===== src/rtl/fpu_arbiter.sv =====
// rtl/fpu_arbiter.sv - two-requester round-robin arbiter in front of one shared FPU core
// Optional WAIT_DONE watchdog is compiled in when FPU_ARB_TIMEOUT_EN is defined.
module fpu_arbiter #(
    parameter int unsigned TIMEOUT_CYCLES = 4096
) (
    input  logic        clk,
    input  logic        arst_n,
    input  logic        req0_start,
    input  logic [3:0]  req0_op,
    input  logic [31:0] req0_a,
    input  logic [31:0] req0_b,
    output logic        req0_done,
    output logic [31:0] req0_result,
    output logic        req0_err,
    input  logic        req1_start,
    input  logic [3:0]  req1_op,
    input  logic [31:0] req1_a,
    input  logic [31:0] req1_b,
    output logic        req1_done,
    output logic [31:0] req1_result,
    output logic        req1_err,
    output logic        fpu_start,
    output logic [3:0]  fpu_op,
    output logic [31:0] fpu_a,
    output logic [31:0] fpu_b,
    input  logic        fpu_done,
    input  logic [31:0] fpu_result,
    output logic        busy,
    output logic        owner
);

    typedef enum logic [1:0] {
        IDLE,
        WAIT_DONE,
        WAIT_CORE_LOW,
        RESPOND
    } state_t;

    localparam logic [3:0] OP_INVALID = 4'hF;

    state_t           state_q, state_d;
    logic             fpu_start_q, fpu_start_d;
    logic [3:0]       fpu_op_q, fpu_op_d;
    logic [31:0]      fpu_a_q, fpu_a_d;
    logic [31:0]      fpu_b_q, fpu_b_d;
    logic [1:0]       done_q, done_d;
    logic [1:0]       err_q, err_d;
    logic [1:0][31:0] result_q, result_d;
    logic             owner_q, owner_d;
    logic             last_grant_q, last_grant_d;

    logic [1:0]       start_vec;
    logic             grant;
    logic [3:0]       grant_op;
    logic [31:0]      grant_a;
    logic [31:0]      grant_b;

`ifdef FPU_ARB_TIMEOUT_EN
    logic [31:0]      tmo_cnt_q, tmo_cnt_d;
    logic             tmo_hit;

    assign tmo_hit = (tmo_cnt_q == TIMEOUT_CYCLES - 32'd1);
`endif

    // On a tie the requester that was not served last wins.
    assign start_vec = {req1_start, req0_start};
    assign grant     = (start_vec == 2'b11) ? ~last_grant_q : start_vec[1];
    assign grant_op  = grant ? req1_op : req0_op;
    assign grant_a   = grant ? req1_a  : req0_a;
    assign grant_b   = grant ? req1_b  : req0_b;

    always_comb begin
        state_d      = state_q;
        fpu_start_d  = fpu_start_q;
        fpu_op_d     = fpu_op_q;
        fpu_a_d      = fpu_a_q;
        fpu_b_d      = fpu_b_q;
        done_d       = done_q;
        err_d        = err_q;
        result_d     = result_q;
        owner_d      = owner_q;
        last_grant_d = last_grant_q;
`ifdef FPU_ARB_TIMEOUT_EN
        tmo_cnt_d    = tmo_cnt_q;
`endif
        case (state_q)
            IDLE: begin
                if (start_vec != 2'b00) begin
                    owner_d  = grant;
                    fpu_op_d = grant_op;
                    fpu_a_d  = grant_a;
                    fpu_b_d  = grant_b;
                    if (grant_op == OP_INVALID) begin
                        result_d[grant] = '0;
                        err_d[grant]    = 1'b1;
                        done_d[grant]   = 1'b1;
                        state_d         = RESPOND;
                    end else begin
                        fpu_start_d = 1'b1;
                        state_d     = WAIT_DONE;
`ifdef FPU_ARB_TIMEOUT_EN
                        tmo_cnt_d   = '0;
`endif
                    end
                end
            end
            WAIT_DONE: begin
                if (fpu_done) begin
                    result_d[owner_q] = fpu_result;
                    err_d[owner_q]    = 1'b0;
                    fpu_start_d       = 1'b0;
                    state_d           = WAIT_CORE_LOW;
                end
`ifdef FPU_ARB_TIMEOUT_EN
                else if (tmo_hit) begin
                    result_d[owner_q] = '0;
                    err_d[owner_q]    = 1'b1;
                    fpu_start_d       = 1'b0;
                    state_d           = WAIT_CORE_LOW;
                end else begin
                    tmo_cnt_d = tmo_cnt_q + 32'd1;
                end
`endif
            end
            // Handshake with the core completes before the requester sees done.
            WAIT_CORE_LOW: begin
                if (!fpu_done) begin
                    done_d[owner_q] = 1'b1;
                    state_d         = RESPOND;
                end
            end
            RESPOND: begin
                if (!start_vec[owner_q]) begin
                    done_d[owner_q] = 1'b0;
                    err_d[owner_q]  = 1'b0;
                    last_grant_d    = owner_q;
                    state_d         = IDLE;
                end
            end
            default: state_d = IDLE;
        endcase
    end

    always_ff @(posedge clk or negedge arst_n) begin
        if (!arst_n) begin
            state_q      <= IDLE;
            fpu_start_q  <= 1'b0;
            fpu_op_q     <= '0;
            fpu_a_q      <= '0;
            fpu_b_q      <= '0;
            done_q       <= '0;
            err_q        <= '0;
            result_q     <= '0;
            owner_q      <= 1'b0;
            last_grant_q <= 1'b1;
`ifdef FPU_ARB_TIMEOUT_EN
            tmo_cnt_q    <= '0;
`endif
        end else begin
            state_q      <= state_d;
            fpu_start_q  <= fpu_start_d;
            fpu_op_q     <= fpu_op_d;
            fpu_a_q      <= fpu_a_d;
            fpu_b_q      <= fpu_b_d;
            done_q       <= done_d;
            err_q        <= err_d;
            result_q     <= result_d;
            owner_q      <= owner_d;
            last_grant_q <= last_grant_d;
`ifdef FPU_ARB_TIMEOUT_EN
            tmo_cnt_q    <= tmo_cnt_d;
`endif
        end
    end

    assign fpu_start   = fpu_start_q;
    assign fpu_op      = fpu_op_q;
    assign fpu_a       = fpu_a_q;
    assign fpu_b       = fpu_b_q;
    assign req0_done   = done_q[0];
    assign req1_done   = done_q[1];
    assign req0_err    = err_q[0];
    assign req1_err    = err_q[1];
    assign req0_result = result_q[0];
    assign req1_result = result_q[1];
    assign busy        = (state_q != IDLE);
    assign owner       = owner_q;

endmodule


===== config.mk =====
export PLATFORM = sky130hd
export DESIGN_NAME = fpu_arbiter
export DESIGN_NICKNAME = d
export VERILOG_FILES = /design/src/rtl/fpu_arbiter.sv
export SDC_FILE = /design/constraint.sdc
export NUM_CORES = 1
export LEC_CHECK = 0
export CORE_AREA = 4 4 124 126
export DETAILED_ROUTE_END_ITERATION = 8
export DIE_AREA = 0 0 128 130
export PLACE_DENSITY = 0.95
export REMOVE_ABC_BUFFERS = 1
export SYNTH_ARGS = -nofsm -noshare
export SYNTH_HDL_FRONTEND = slang
export SYNTH_SLANG_ARGS = --single-unit

===== constraint.sdc =====
create_clock -name clk -period 5 [get_ports clk]
set_input_delay 1 -clock clk [delete_from_list [all_inputs] [get_ports clk]]
set_output_delay 1 -clock clk [all_outputs]
set_load 0.02 [all_outputs]

==> summary.md <==
| Metric | Value |
|---|---|
| Status | `finished, final reports clean` |
| RSZ-0062 raised after global routing | `false` |
| Worst Hold Path EP | `fpu_b[31]` |
| CP Capture Type | `register` |
| WP data required | `between 5 and 6 ns` |
| # fillers | `995` |
| Final Power | `6402 uW` |
| CP max stage cell | `buf_4` |
| Peak supply drop | `between 300 and 400 uV` |
| Area Growth Syn to Fin | `64.39%` |
| Setup WS pre-CTS | `0.9866 ns` |
| Clk pwr share | `0.202` |
| Worst relative slew slack | `0.1232` |
| Post-synth cell types | `38` |
| Post-synth top cells | `140 x dfrtp_1, 72 x mux2i_1, 72 x nand2_1, 72 x o21ai_0, 66 x a22o_1` |
| WL/cell | `between 15 and 20 um` |
| Cell mode on critical path | `buf_4` |
| CTS H-tree lvls | `4` |
| Via count | `5438` |
| Clk_lat worst skew | `0.42 ns` |
| Part of the cycle the worst path needs | `0.7475` |
| Min-Delay Path Depth | `2` |
| Leakage power | `between 0.004 and 0.005 uW` |
| DR vias/cell | `5.395` |
| CP Depth | `8` |
| First-pass detailed-route iteration total | `5` |
| Number of I/O port buffers | `between 300 and 400` |
| DRT iter0 DRCs | `around 360` |
| Final setup fails | `0` |
| Final hold violation count | `0` |
| Number of flops mapped to enable cells by yosys | `0` |
| Die width | `about 130 um` |
| DRC | `0` |
| CTS root buf | `clkbuf_16` |
| Fmax | `roughly 270 MHz` |
| Sequential fraction of design power | `0.309` |
| Core area | `~14000 sq um` |
| Share of layout cells above drive strength 1 | `0.05825` |
| Critical path buffers and inverters | `4` |
| Detailed Place HPWL | `~15 mm` |
| TritonCTS Buffers | `17` |
| Remaining Overflow, GRT | `0` |
| # IOs | `312` |
| FF+latch count, synth | `approximately 140` |
| WL final | `20.13 mm` |
| Cell taking the most area after synthesis | `dfrtp_1` |
| Post-Synthesis Cell Area | `about 6000 sq um` |
| Sum of negative setup slack | `0 ns` |
| WHS | `about 0.48 ns` |
| Die Height | `130 um` |
| CTS Sinks | `~140` |
| Largest net degree at the start of global routing | `104` |
| CP top delay family | `buffers and inverters` |
| Detail Route Antenna Nets | `0` |
| Most frequent cell after synthesis | `dfrtp_1` |
| R2r endpoint | `req1_result[15]` |
| Worst path cell trace | `clkdlybuf4s50_1, a21boi_4, buf_4, buf_4, o31ai_1, o211ai_1, buf_4, a22o_1` |
| Worst Slack Setup Final | `roughly 1.3 ns` |
| FF-to-FF setup slack | `roughly 1.7 ns` |
| Number of global-route vias before repair | `about 5500` |
| Die footprint | `about 17000 sq um` |
| Combinational share of power | `0.488` |
| Crit path from | `req1_start` |
| Worst hold start | `fpu_b[31]` |
| Initial antenna violation count | `0` |
| PwrDens | `roughly 650 nW/um^2` |
| Total GRT Usage | `0.2367` |
| Max FO, Critical Path | `46` |
| Yosys warns | `0` |
| Setup crit start kind | `primary input` |
| Worst-path clk slew | `around 0.06 ns` |
| GPL Wtd Cong | `around 0.82` |
| Global-route wire length before repair | `~30 mm` |
| Synthesized area per cell | `~12 sq um` |
| Share of the yosys chip area belonging to registers | `0.5858` |
| Kind of critical path | `primary input to register` |
| CTS tree | `yes` |
| Initial core utilization | `0.4210` |
| Area share of the largest cell type after synthesis | `0.5814` |
| R2R depth | `6` |
| Core Util, Final | `0.6920` |
| Post-CTS Resized | `0` |
| Synth async-reset ratio | `1.000` |
| Placement row count | `44` |
| Tmin final | `approximately 3.7 ns` |
| Max-cap violations | `0` |
| Clock Skew | `0.01408 ns` |
| Psw | `about 2500 uW` |
| FF-to-FF Start | `state_q[0]` |
| Net Sw Frac | `0.3878` |
| Worst Hold Class | `register to register` |
| Largest cells by area after synthesis | `dfrtp_1 58%, mux2i_1 12%, a22o_1 9.6%, o21ai_0 6.0%, nand2_1 4.5%` |
| Antenna cells | `0` |
| Nets | `990` |
| Final Slew Violations | `0` |
| P_int | `between 3000 and 4000 uW` |
| Max stage delay on crit path | `0.68 ns` |
| Prevailing post-synth register cell | `dfrtp_1` |
| CTS hold repair buffers | `0` |
| Worst-Margin Slew | `about 1.3 ns` |
| Critical path arrival | `about 4.1 ns` |
| Cells after Synth | `between 500 and 600` |
| Setup Fix Bufs, Post-CTS | `0` |
| CTS Buffer Depth | `2` |
## area by class of cell
cell class	instances	area, sq um	share of cell area
multi-input combinational	325	2337	0.2359
clock inverter	12	161.4	0.01629
timing repair buffer	319	3174	0.3204
inverter	8	30.03	0.003031
tap	184	230.2	0.02324
sequential	141	3530	0.3563
clock buffer	19	442.9	0.04471
## registers in the layout, indices dropped and copies added, names as in the netlist
signal and cells:
done_q 2, state_q 2, req0_result 32, fpu_start 1
err_q 2, fpu_a 32, fpu_b 32, req1_result 32
fpu_op 4, last_grant_q 1, owner 1
## metal layers
metal,vias up,part of all wire,track usage
met1,2649,0.38,0.2712
met2,291,0.51,0.4202
li1,2469,-,-
met3,29,0.10,0.08269
met5,-,0,0
met4,0,0.017,0.06866
## metrics by stage
| step | cells | area [sq um] |
|---|---|---|
| after floorplan | 474 | 5863 |
| after global placement | 977 | 9301 |
| after detailed placement | 977 | 9301 |
| after CTS | 1008 | 9906 |
| after global routing | 1008 | 9906 |
| final | 1008 | 9906 |
## how the worst max path moves through the flow
stage	slack [ns]	endpoint
finish	1.26	req0_result[22]
global route	1.14	req0_result[22]
CTS	1.36	req0_result[13]
detailed placement	0.99	req0_result[26]
global placement	1.11	req0_result[4]
floorplan	-2.97	fpu_a[0]
## power by group through the flow
stage | logic, uW | clock network [uW] | registers (uW)
global placement | 3010 | 0 | 1950
finish | 3120 | 1300 | 1980
global route | 3330 | 1360 | 2040
CTS | 3150 | 1310 | 1980
detailed placement | 3110 | 0 | 1990
floorplan | 1030 | 0 | 2550
## layout by cell type, fill, tap and decap left out, types with 2 or more instances in the layout
cell type,count
clkdlybuf4s50_1,310
dfrtp_1,140
mux2i_1,72
nand2_1,72
o21ai_0,71
a22o_1,66
clkbuf_16,17
buf_4,8
inv_1,7
ha_1,5
nor2_1,4
o211ai_1,3
clkinvlp_4,3
clkinv_4,3
bufinv_16,3
nand4_1,2
nor3b_1,2
nor2b_1,2
a211oi_4,2
a221o_1,2
a2111oi_0,2
inv_6,2
## worst reg2reg max path, cell delays in order, from the launching register on
cell     delay (ns)
dfrtp_1        0.43
inv_1          0.10
ha_1           0.59
nor3b_1        0.48
or2_2          0.29
a221o_1        1.02
a22o_1         0.36
## logic make-up (layout without fill, tap and decap cells)
group / Yosys count / count (layout) / synth area share
AO/OA/AOI/OAI: 160 / 160 / 0.1896
adder cells (fa/ha/maj): 5 / 5 / 0.01038
buffers and inverters: 46 / 358 / 0.03198
flip-flops: 141 / 141 / 0.5858
multiplexers: 74 / 74 / 0.1240
AND/OR/NAND/NOR: 86 / 86 / 0.05835
No activity file was read; power rests on OpenSTA's default activity.
